<file path="src/rtl/m_tlb_sa.sv">
`default_nettype none
// ============================================================================
// Module   : m_tlb_sa
// Brief    : Set-associative Sv32 TLB with ASID/global tagging, a fully
//            associative megapage array and a sequential flush engine.
//            Optional hit/miss counters enabled by macro TLB_PERF_CNT_EN.
// Revision : 1.0 - initial release
// ============================================================================
module m_tlb_sa #(
    parameter int WAYS         = 2,
    parameter int SETS         = 16,
    parameter int MEGA_ENTRIES = 4,
    parameter int ASID_W       = 9
) (
    input  logic              CLK,
    input  logic              RST,
    input  logic [19:0]       w_lk_vpn,
    input  logic [ASID_W-1:0] w_lk_asid,
    output logic              w_lk_hit,
    output logic [21:0]       w_lk_ppn,
    output logic [7:0]        w_lk_flags,
    input  logic              w_we,
    input  logic [19:0]       w_wvpn,
    input  logic [ASID_W-1:0] w_wasid,
    input  logic [21:0]       w_wppn,
    input  logic [7:0]        w_wflags,
    input  logic              w_wmega,
    input  logic              w_flush_req,
    input  logic [1:0]        w_flush_mode,
    input  logic [19:0]       w_flush_vpn,
    input  logic [ASID_W-1:0] w_flush_asid,
    output logic              w_flush_busy,
    output logic [31:0]       w_perf_hits,
    output logic [31:0]       w_perf_miss
);
    localparam int c_IDX_W = $clog2(SETS);
    localparam int c_TAG_W = 20 - c_IDX_W;
    localparam int c_WAY_W = (WAYS > 1) ? $clog2(WAYS) : 1;
    localparam int c_MEG_W = (MEGA_ENTRIES > 1) ? $clog2(MEGA_ENTRIES) : 1;
    localparam int c_G_BIT = 5;

    typedef enum logic [1:0] {S_IDLE = 2'd0, S_SWEEP = 2'd1, S_DONE = 2'd2} t_state;
    t_state r_state, w_state_nxt;

    logic               r_v4    [SETS][WAYS];
    logic [c_TAG_W-1:0] r_tag4  [SETS][WAYS];
    logic [ASID_W-1:0]  r_asid4 [SETS][WAYS];
    logic [21:0]        r_ppn4  [SETS][WAYS];
    logic [7:0]         r_flg4  [SETS][WAYS];
    logic [c_WAY_W-1:0] r_rr4   [SETS];
    logic               r_vm    [MEGA_ENTRIES];
    logic [9:0]         r_tagm  [MEGA_ENTRIES];
    logic [ASID_W-1:0]  r_asidm [MEGA_ENTRIES];
    logic [11:0]        r_ppnm  [MEGA_ENTRIES];
    logic [7:0]         r_flgm  [MEGA_ENTRIES];
    logic [c_MEG_W-1:0] r_rrm;

    logic [1:0]         r_fl_mode;
    logic [19:0]        r_fl_vpn;
    logic [ASID_W-1:0]  r_fl_asid;
    logic [c_IDX_W-1:0] r_fl_idx;

    function automatic logic f_clr(input logic [1:0] mode, input logic tag_eq,
                                   input logic asid_eq, input logic g);
        case (mode)
            2'd0:    f_clr = 1'b1;
            2'd1:    f_clr = asid_eq && !g;
            2'd2:    f_clr = tag_eq;
            default: f_clr = tag_eq && asid_eq && !g;
        endcase
    endfunction

    // ---------------- lookup ----------------
    logic [c_IDX_W-1:0] w_lk_idx;
    logic [c_TAG_W-1:0] w_lk_tag;
    logic               w_hit4, w_hitm;
    logic [21:0]        w_ppn4;
    logic [11:0]        w_ppnm;
    logic [7:0]         w_flg4, w_flgm;

    assign w_lk_idx     = w_lk_vpn[c_IDX_W-1:0];
    assign w_lk_tag     = w_lk_vpn[19:c_IDX_W];
    assign w_flush_busy = (r_state != S_IDLE);

    // Descending scans so the lowest matching index is the one that sticks.
    always_comb begin
        w_hit4 = 1'b0; w_ppn4 = '0; w_flg4 = '0;
        w_hitm = 1'b0; w_ppnm = '0; w_flgm = '0;
        for (int w = WAYS - 1; w >= 0; w--) begin
            if (r_v4[w_lk_idx][w] && (r_tag4[w_lk_idx][w] == w_lk_tag) &&
                (r_flg4[w_lk_idx][w][c_G_BIT] || (r_asid4[w_lk_idx][w] == w_lk_asid))) begin
                w_hit4 = 1'b1;
                w_ppn4 = r_ppn4[w_lk_idx][w];
                w_flg4 = r_flg4[w_lk_idx][w];
            end
        end
        for (int e = MEGA_ENTRIES - 1; e >= 0; e--) begin
            if (r_vm[e] && (r_tagm[e] == w_lk_vpn[19:10]) &&
                (r_flgm[e][c_G_BIT] || (r_asidm[e] == w_lk_asid))) begin
                w_hitm = 1'b1;
                w_ppnm = r_ppnm[e];
                w_flgm = r_flgm[e];
            end
        end
    end

    assign w_lk_hit   = !w_flush_busy && (w_hit4 || w_hitm);
    assign w_lk_ppn   = !w_lk_hit ? 22'd0 : (w_hit4 ? w_ppn4 : {w_ppnm, w_lk_vpn[9:0]});
    assign w_lk_flags = !w_lk_hit ? 8'd0  : (w_hit4 ? w_flg4 : w_flgm);

    // ---------------- fill victim selection ----------------
    logic               w_fl_acc, w_fill_ok;
    logic [c_IDX_W-1:0] w_wr_idx;
    logic [c_TAG_W-1:0] w_wr_tag;
    logic [c_WAY_W-1:0] w_vic4;
    logic [c_MEG_W-1:0] w_vicm;
    logic               w_use_rr4, w_use_rrm;

    assign w_fl_acc  = (r_state == S_IDLE) && w_flush_req;
    assign w_fill_ok = w_we && (r_state == S_IDLE) && !w_flush_req;
    assign w_wr_idx  = w_wvpn[c_IDX_W-1:0];
    assign w_wr_tag  = w_wvpn[19:c_IDX_W];

    // Priority: matching entry, then lowest invalid, then round-robin.
    always_comb begin
        w_vic4 = r_rr4[w_wr_idx]; w_use_rr4 = 1'b1;
        w_vicm = r_rrm;           w_use_rrm = 1'b1;
        for (int w = WAYS - 1; w >= 0; w--) begin
            if (!r_v4[w_wr_idx][w]) begin
                w_vic4 = c_WAY_W'(w); w_use_rr4 = 1'b0;
            end
        end
        for (int w = WAYS - 1; w >= 0; w--) begin
            if (r_v4[w_wr_idx][w] && (r_tag4[w_wr_idx][w] == w_wr_tag) &&
                (r_flg4[w_wr_idx][w][c_G_BIT] || w_wflags[c_G_BIT] ||
                 (r_asid4[w_wr_idx][w] == w_wasid))) begin
                w_vic4 = c_WAY_W'(w); w_use_rr4 = 1'b0;
            end
        end
        for (int e = MEGA_ENTRIES - 1; e >= 0; e--) begin
            if (!r_vm[e]) begin
                w_vicm = c_MEG_W'(e); w_use_rrm = 1'b0;
            end
        end
        for (int e = MEGA_ENTRIES - 1; e >= 0; e--) begin
            if (r_vm[e] && (r_tagm[e] == w_wvpn[19:10]) &&
                (r_flgm[e][c_G_BIT] || w_wflags[c_G_BIT] || (r_asidm[e] == w_wasid))) begin
                w_vicm = c_MEG_W'(e); w_use_rrm = 1'b0;
            end
        end
    end

    // ---------------- flush engine ----------------
    logic [c_IDX_W-1:0] w_fl_set;
    logic               w_fl_mega, w_fl_last;
    logic               w_clr4 [WAYS];
    logic               w_clrm [MEGA_ENTRIES];

    assign w_fl_set  = r_fl_mode[1] ? r_fl_vpn[c_IDX_W-1:0] : r_fl_idx;
    assign w_fl_mega = r_fl_mode[1] || (r_fl_idx == '0);
    assign w_fl_last = r_fl_mode[1] || (r_fl_idx == c_IDX_W'(SETS - 1));

    always_comb begin
        for (int w = 0; w < WAYS; w++) begin
            w_clr4[w] = f_clr(r_fl_mode, r_tag4[w_fl_set][w] == r_fl_vpn[19:c_IDX_W],
                              r_asid4[w_fl_set][w] == r_fl_asid, r_flg4[w_fl_set][w][c_G_BIT]);
        end
        for (int e = 0; e < MEGA_ENTRIES; e++) begin
            w_clrm[e] = f_clr(r_fl_mode, r_tagm[e] == r_fl_vpn[19:10],
                              r_asidm[e] == r_fl_asid, r_flgm[e][c_G_BIT]);
        end
    end

    always_comb begin
        w_state_nxt = r_state;
        case (r_state)
            S_IDLE:  if (w_flush_req) w_state_nxt = S_SWEEP;
            S_SWEEP: if (w_fl_last)   w_state_nxt = S_DONE;
            default: w_state_nxt = S_IDLE;
        endcase
    end

    always_ff @(posedge CLK or posedge RST) begin
        if (RST) begin
            r_state   <= S_IDLE;
            r_fl_mode <= '0;
            r_fl_vpn  <= '0;
            r_fl_asid <= '0;
            r_fl_idx  <= '0;
        end else begin
            r_state <= w_state_nxt;
            if (w_fl_acc) begin
                r_fl_mode <= w_flush_mode;
                r_fl_vpn  <= w_flush_vpn;
                r_fl_asid <= w_flush_asid;
                r_fl_idx  <= '0;
            end else if (r_state == S_SWEEP && !w_fl_last) begin
                r_fl_idx <= r_fl_idx + 1'b1;
            end
        end
    end

    // Valid bits and replacement pointers: the only reset state of the arrays.
    always_ff @(posedge CLK or posedge RST) begin
        if (RST) begin
            for (int s = 0; s < SETS; s++) begin
                r_rr4[s] <= '0;
                for (int w = 0; w < WAYS; w++) r_v4[s][w] <= 1'b0;
            end
            for (int e = 0; e < MEGA_ENTRIES; e++) r_vm[e] <= 1'b0;
            r_rrm <= '0;
        end else if (w_fill_ok) begin
            if (w_wmega) begin
                r_vm[w_vicm] <= 1'b1;
                if (w_use_rrm)
                    r_rrm <= (r_rrm == c_MEG_W'(MEGA_ENTRIES - 1)) ? '0 : r_rrm + 1'b1;
            end else begin
                r_v4[w_wr_idx][w_vic4] <= 1'b1;
                if (w_use_rr4)
                    r_rr4[w_wr_idx] <= (r_rr4[w_wr_idx] == c_WAY_W'(WAYS - 1)) ? '0
                                                                             : r_rr4[w_wr_idx] + 1'b1;
            end
        end else if (r_state == S_SWEEP) begin
            for (int w = 0; w < WAYS; w++)
                if (w_clr4[w]) r_v4[w_fl_set][w] <= 1'b0;
            if (w_fl_mega)
                for (int e = 0; e < MEGA_ENTRIES; e++)
                    if (w_clrm[e]) r_vm[e] <= 1'b0;
        end
    end

    always_ff @(posedge CLK) begin
        if (w_fill_ok) begin
            if (w_wmega) begin
                r_tagm[w_vicm]  <= w_wvpn[19:10];
                r_asidm[w_vicm] <= w_wasid;
                r_ppnm[w_vicm]  <= w_wppn[21:10];
                r_flgm[w_vicm]  <= w_wflags;
            end else begin
                r_tag4[w_wr_idx][w_vic4]  <= w_wr_tag;
                r_asid4[w_wr_idx][w_vic4] <= w_wasid;
                r_ppn4[w_wr_idx][w_vic4]  <= w_wppn;
                r_flg4[w_wr_idx][w_vic4]  <= w_wflags;
            end
        end
    end

`ifdef TLB_PERF_CNT_EN
    logic [31:0] r_perf_hits, r_perf_miss;

    always_ff @(posedge CLK or posedge RST) begin
        if (RST) begin
            r_perf_hits <= '0;
            r_perf_miss <= '0;
        end else if (w_fl_acc && (w_flush_mode == 2'd0)) begin
            r_perf_hits <= '0;
            r_perf_miss <= '0;
        end else begin
            if (w_lk_hit && (r_perf_hits != 32'hFFFF_FFFF))
                r_perf_hits <= r_perf_hits + 32'd1;
            if (!w_lk_hit && !w_flush_busy && !w_we && (r_perf_miss != 32'hFFFF_FFFF))
                r_perf_miss <= r_perf_miss + 32'd1;
        end
    end

    assign w_perf_hits = r_perf_hits;
    assign w_perf_miss = r_perf_miss;
`else
    assign w_perf_hits = 32'd0;
    assign w_perf_miss = 32'd0;
`endif

endmodule
`default_nettype wire

</file>
<file path="config.mk">
export PLATFORM = sky130hd
export DESIGN_NAME = m_tlb_sa
export DESIGN_NICKNAME = d
export VERILOG_FILES = /design/src/rtl/m_tlb_sa.sv
export SDC_FILE = /design/constraint.sdc
export NUM_CORES = 2
export LEC_CHECK = 0
export ABC_AREA = 0
export ABC_CLOCK_PERIOD_IN_PS = 16850
export CELL_PAD_IN_SITES_DETAIL_PLACEMENT = 1
export CELL_PAD_IN_SITES_GLOBAL_PLACEMENT = 2
export CORE_MARGIN = 1
export CORE_UTILIZATION = 45
export CTS_CLUSTER_SIZE = 25
export DETAILED_ROUTE_END_ITERATION = 7
export HOLD_SLACK_MARGIN = 0.05
export PLACE_DENSITY = 0.82
export SYNTH_ARGS = -nofsm -noshare
export SYNTH_HDL_FRONTEND = slang
export SYNTH_SLANG_ARGS = --single-unit
</file>
<file path="constraint.sdc">
create_clock -name CLK -period 16.85 [get_ports CLK]
set_clock_uncertainty 0.2 [all_clocks]
set_input_delay 1.685 -clock CLK [delete_from_list [all_inputs] [get_ports CLK]]
set_output_delay 1.685 -clock CLK [all_outputs]
set_load 0.05 [all_outputs]
</file>
Word level (Yosys, flattened, before mapping)
Memory sizes are Yosys's and may differ from the RTL's. Cells that the tools add are included.

Memories: 8. Output and inout port bits: 96. Memory bits (writable): 1916. Input port bits: 124. Logic and storage cells: 349. Bits in registers: 91.

Memories: r_ppn4 (words 16, bits a word 44, read ports 1, clocked after Yosys merged registers in 0, wr ports 1, line 48) `logic [21:0] r_ppn4 [SETS][WAYS];`; r_tag4 (words 16, bits a word 32, read ports 3, clocked after Yosys merged registers in 0, wr ports 1, line 46) `logic [c_TAG_W-1:0] r_tag4 [SETS][WAYS];`; r_asid4 (words 16, bits a word 18, read ports 3, clocked after Yosys merged registers in 0, wr ports 1, line 47) `logic [ASID_W-1:0] r_asid4 [SETS][WAYS];`; r_flg4 (words 16, bits a word 16, read ports 3, clocked after Yosys merged registers in 0, wr ports 1, line 49) `logic [7:0] r_flg4 [SETS][WAYS];`; r_ppnm (words 4, bits a word 12, read ports 4, clocked after Yosys merged registers in 0, wr ports 1, line 54) `logic [11:0] r_ppnm [MEGA_ENTRIES];`; r_tagm (words 4, bits a word 10, read ports 4, clocked after Yosys merged registers in 0, wr ports 1, line 52) `logic [9:0] r_tagm [MEGA_ENTRIES];`; +2 memories.

Multiplexer cells: 114. Reduce and logical (&&, ||, !) cells: 100. Equality and inequality tests: 45. Magnitude comparators: 9. Add/sub/neg operators: 3. Bitwise gates (word level): 12.

Operators by type and width (number): $mux W32 (8); $eq A9 B9 Y1 (18); $eq A10 B10 Y1 (12); $mux W22 (5); $eq A16 B16 Y1 (6); $mux W8 (9); $and A32 B32 Y32 (2); $not A32 Y32 (2); $logic_and A1 B1 Y1 (51); $mux W12 (4); $mux W44 (1); $mux W1 (38); $mux W2 (17); $mux W16 (2); $or A32 B32 Y32 (1); $mux W4 (7); $demux W2 S4 (3); $demux W22 S1 (1); $logic_or A1 B1 Y1 (21); $mux W18 (1); $pmux W1 S3 (6); $bmux W2 S4 (2); $bwmux W16 (1); $demux W16 S1 (1); other kinds (33) (64).

Logic depth before layout (Yosys ltp)
Depth after elaboration: 18. Depth in mapped cells: 18. Gate-level depth less buffers: 10.

Worst setup path before layout
Ideal clock, no wire load.

Path type: input -> register. Start point: input w_wvpn[0]. End point: memory r_asid4[10][10] in the netlist's numbering (enable). Setup time: 538 ps. Arrival: 8197 ps. Buffers on the path: 5. Cell stages on the path: 14. Required time: 16112 ps. Path slack: 7915 ps. Cell sequence: buf_4 > buf_4 > buf_2 > buf_2 > mux4_2 > a22oi_1 > o21ai_0 > xnor2_1 > a21oi_1 > nand4_1 > nor3b_1 > a22oi_2 > clkbuf_1 > nor3_1.

Longest elaborated chain between the ends: 14. Elaborated cells on any way between the ends: 33. Classes of those cells: order compare (2); eq/ne (4); mux (13); bitwise (2); reduce/logical (9); memory (3).

Ends and longest elaborated chain: from (decl) (line 23) `input logic [19:0] w_wvpn,`; parallel branches: the longest is 14 deep, another holds $mem_v2 Z16 W32; to (decl) (line 47).

Several ways; the timed one is not identified. The select of a mux whose other input is x is not followed.

Worst setup path in the final report
Start point: input w_lk_vpn[0]. End point: output w_lk_ppn[12].

Longest elaborated chain between the ends: 11. Elaborated cells on any way between the ends: 26. Classes of those cells: eq/ne (4); mux (9); bitwise (1); reduce/logical (8); memory (4).

Ends and longest elaborated chain: from (decl) (line 17) `input logic [19:0] w_lk_vpn,`; parallel branches: the longest is 10 deep, another holds $mem_v2 Z16 W32; $mux W22 * (line 108) `assign w_lk_ppn = !w_lk_hit ? 22'd0 : (w_hit4 ? w_ppn4 : {w_ppnm, w_lk_vpn[9:0]});`; to (decl) (line 20) `output logic [21:0] w_lk_ppn,`.

Every way passes the cells marked *. The select of a mux whose other input is x is not followed.

==> run_results.csv <==
group,metric,value,unit
critical_path,cpMaxStageDelayCell,"buf_4",
place,gp_congestion,0.907,
flow_run,cap_violations,0,
die,core,213000,sq um
clock_network,ctsResizeCount,0,
pwr,p_clk_share,34.4,%
clock_network,path_clk_slew,0.06,ns
finish,area_growth,11.8,%
timing,rsz0062_at_grt,"false",
clock_network,cts_made_buffers,200,
critical_path,critPathMaxFanout,57,
pwr,power_frac_seq,41.8,%
run_status,outcome,"finished clean",
timing,final_hold_viol_count,0,
critical_path,r2r-start,"r_tag4[1][2]",
detailed_routing,wl_per_cell,39.9,um
finish,nFillCells,19500,
yosys,async_flop_share,4.53,%
detailed_routing,vias_per_cell,6.97,
yosys,synthXorXnorAreaFrac,3.47,%
pwr,peakVddDrop,122,uV
die,start_util,45.4,%
timing,maxSlewHeadroom,15.1,%
timing,final.setup.tns,0,ns
die,die_h,465,um
pwr,comb_power_share,23.8,%
yosys,synth_edf_count,1916,
critical_path,startpoint_type,"primary input",
timing,maxSlewViolCount,0,
die,fp.dieArea,217000,sq um
yosys,ys_seq_elements,2007,
yosys,synth_top_family_by_area,"multiplexers",
place,place_hpwl,203,mm
pwr,switching_power,0.00424,W
yosys,synth_warnings,0,
critical_path,worst_r2r_path_depth,11,
clock_network,cts_tree,"done",
timing,worst_pin_slew,1.27,ns
yosys,synth.avg_cell_area,17.6,sq um
clock_network,cts_max_level,4,
critical_path,path_buf_inv,5,
pwr,p_sw_share,30.7,%
finish,drive_gt1_share,26.5,%
min_path,holdPathStages,1,
finish,fin_area,108000,sq um
timing,post-route-min-period,11.46,ns
timing,finalSetupViolations,0,
die,rows,169,
grt,track_usage,31.3,%
yosys,yosys.area_share.adder,0.0388,%
grt,grt_max_degree,107,
detailed_routing,ant_nets,0,
clock_network,worstSkewPairLatency,0.88,ns
place,dpl-instance-area,101000,sq um
critical_path,worstPathRequired,14.96,ns
yosys,synthSimpleGateAreaFrac,3.83,%
yosys,synthMuxAreaShare,23.1,%
detailed_routing,dr_total_vias,60000,
clock_network,cts_max_path_buffers,3,
critical_path,cp-end-kind,"primary output",
finish,nNetsFinal,5741,
critical_path,startpoint,"w_lk_vpn[0]",
detailed_routing,wl,344,mm
yosys,synth.yosys.seq_area_share,61.9,%
timing,post-route-period-util,68.0,%
place,io_buffers,155,
pwr,powerDensity,128,nW/um^2
pwr,p_leak,34.8,nW
min_path,holdCritPathClass,"register to register",
critical_path,path_class,"primary input to primary output",
grt,grt-ovfl-total,0,
yosys,synth_compound_area_share,4.70,%
clock_network,cts.sinks,2007,
critical_path,crit_path_max_incr_delay,0.87,ns
yosys,synth_cells,5484,
grt,grt_pass1_vias,60300,
yosys,syn_area,96600,sq um
timing,max_clock_freq,0.0873,GHz
finish,finalNonFillerCells,8611,
detailed_routing,first_iter_violations,9255,
grt,antenna_found_initial,16,
pwr,p_int,0.00957,W
critical_path,path_common_cell,"buf_4",
grt,grt_pass1_wl,475,mm
detailed_routing,firstDrtPassIters,5,
die,io_pins,220,
place,place_inst,8233,
critical_path,critPathTopFamily,"buffers and inverters",
clock_network,post_cts_buffers,0,
yosys,synth_cell_types,93,
clock_network,root_buffer,"clkbuf_16",
min_path,hold_start,"r_rr4[9]",
die,fp.dieW,465,um
yosys,ys.flop_type,"edfxtp_1",
critical_path,worstPathCellList,"buf_8 -> buf_4 -> buf_4 -> mux2i_1 -> a22oi_1 -> a21o_1 -> a221oi_1 -> a31oi_1 -> or4_1 -> nor4_4 -> buf_4 -> a21oi_2 -> nor2_4 -> a22o_1 -> clkdlybuf4s50_1",
detailed_routing,drcViolationCount,0,
critical_path,cp.depth,15,
critical_path,arrival,9.57,ns
clock_network,postCtsHoldBufs,0,
-- cells in the final DEF, fill, tap and decap left out, drive strengths merged, types with 60 or more instances in the layout --
master         synthesis  layout
xnor2                271     271
edfxtp              1916    1916
a22oi                 90      90
clkinv                 1      90
conb                   1      64
nor2                 221     221
o21ai                 60      60
nand2                122     122
mux2i                294     294
mux2                 126     126
mux4                 796     796
nor4                  74      74
a21oi                 80      80
nand4                 74      74
dfrtp                 91      91
clkdlybuf4s50          1     128
buf                  272     222
xor2                 112     112
o21bai                78      78
clkbuf               212     244
-- Yosys cell counts (79+ instances only) --
library cell,number,share of area [%]
xnor2_1,271,2.5
nor2_1,221,0.86
a22oi_1,89,0.69
mux2i_1,294,3.0
nand2_1,122,0.47
buf_4,104,0.81
xor2_1,112,1.0
mux2_2,126,1.5
a21oi_1,79,0.41
dfrtp_1,91,2.4
mux4_2,786,18
buf_2,87,0.45
clkbuf_1,207,0.80
edfxtp_1,1916,60
-- final timing paths --
| kind | slack (ns) | to |
|---|---|---|
| worst min-delay path | 0.30 | r_rr4[9] |
| worst max-delay path | 5.39 | w_lk_ppn[12] |
| max in group asynchronous | 14.06 | r_v4[15] |
| min in group asynchronous | 1.12 | r_fl_vpn[17] |
| worst max register to register | 10.33 | r_tag4[5][14] |
| worst min register to register | 0.30 | r_rr4[9] |
-- layout make-up --
type | count | area, sq um | area share, %
Inverter | 48 | 190 | 0.176
Clock buffer | 244 | 5270 | 4.88
Sequential cell | 2007 | 59800 | 55.3
Clock inverter | 130 | 1700 | 1.58
Multi-Input combinational cell | 3007 | 34500 | 32.0
Tap cell | 2821 | 3530 | 3.27
Antenna cell | 4 | 10.0 | 0.00926
Timing Repair Buffer | 350 | 3020 | 2.79
-- stage by stage --
| stage | hold slack, ns | utilization (%) | setup WS, ns | power (W) |
|---|---|---|---|---|
| finish | 0.305 | 50.8 | 5.39 | 0.0138 |
| global route | 0.325 | 50.8 | 5.15 | 0.0141 |
| CTS | 0.308 | 50.8 | 5.44 | 0.0138 |
| detailed placement | 0.291 | 47.5 | 5.48 | 0.00909 |
| global placement | 0.283 | 47.5 | 5.53 | 0.00905 |
| floorplan | 0.274 | - | 7.91 | 0.00788 |
-- layer usage --
metal / track usage [%] / up-vias / part of all wire (%)
met5: 0 / - / 0.026
met4: 14.5 / 14 / 5.3
met3: 7.08 / 892 / 11
met2: 48.9 / 4343 / 46
met1: 42.0 / 32000 / 37
li1: - / 22800 / -
-- worst reg2reg max path, delay by kind of cell, from the launching register on --
family	cells	cell delay, ns
flip-flops	1	0.41
AO/OA/AOI/OAI	6	2.74
buffers and inverters	2	1.26
AND/OR/NAND/NOR	3	1.43
-- state kept, by name (all words and copies together), names as in the netlist, 20 cells and up --
register  count
r_tag4      512
r_asid4     288
r_flgm       32
r_ppnm       48
r_v4         32
r_fl_vpn     20
r_flg4      256
r_tagm       40
r_ppn4      704
r_asidm      36
-- cells by family (layout without fill, tap and decap cells) --
group / count (synthesis) / after routing
mux: 1216 / 1216
xor+xnor: 383 / 383
buf+inv: 533 / 772
other cells: 1 / 68
simple gates: 721 / 721
fa+ha+maj: 3 / 3
flops: 2007 / 2007
compound gates: 620 / 620
-- power by group through the flow --
stage          Clock [W]  Sequential, W  Combinational (W)
2_1_floorplan          0        0.00571            0.00217
3_3_place_gp           0        0.00587            0.00318
3_5_place_dp           0        0.00588            0.00321
4_1_cts          0.00478        0.00577            0.00323
5_1_grt          0.00494        0.00577            0.00338
6_report         0.00475        0.00578            0.00328
(Power assumes the default switching activity.)
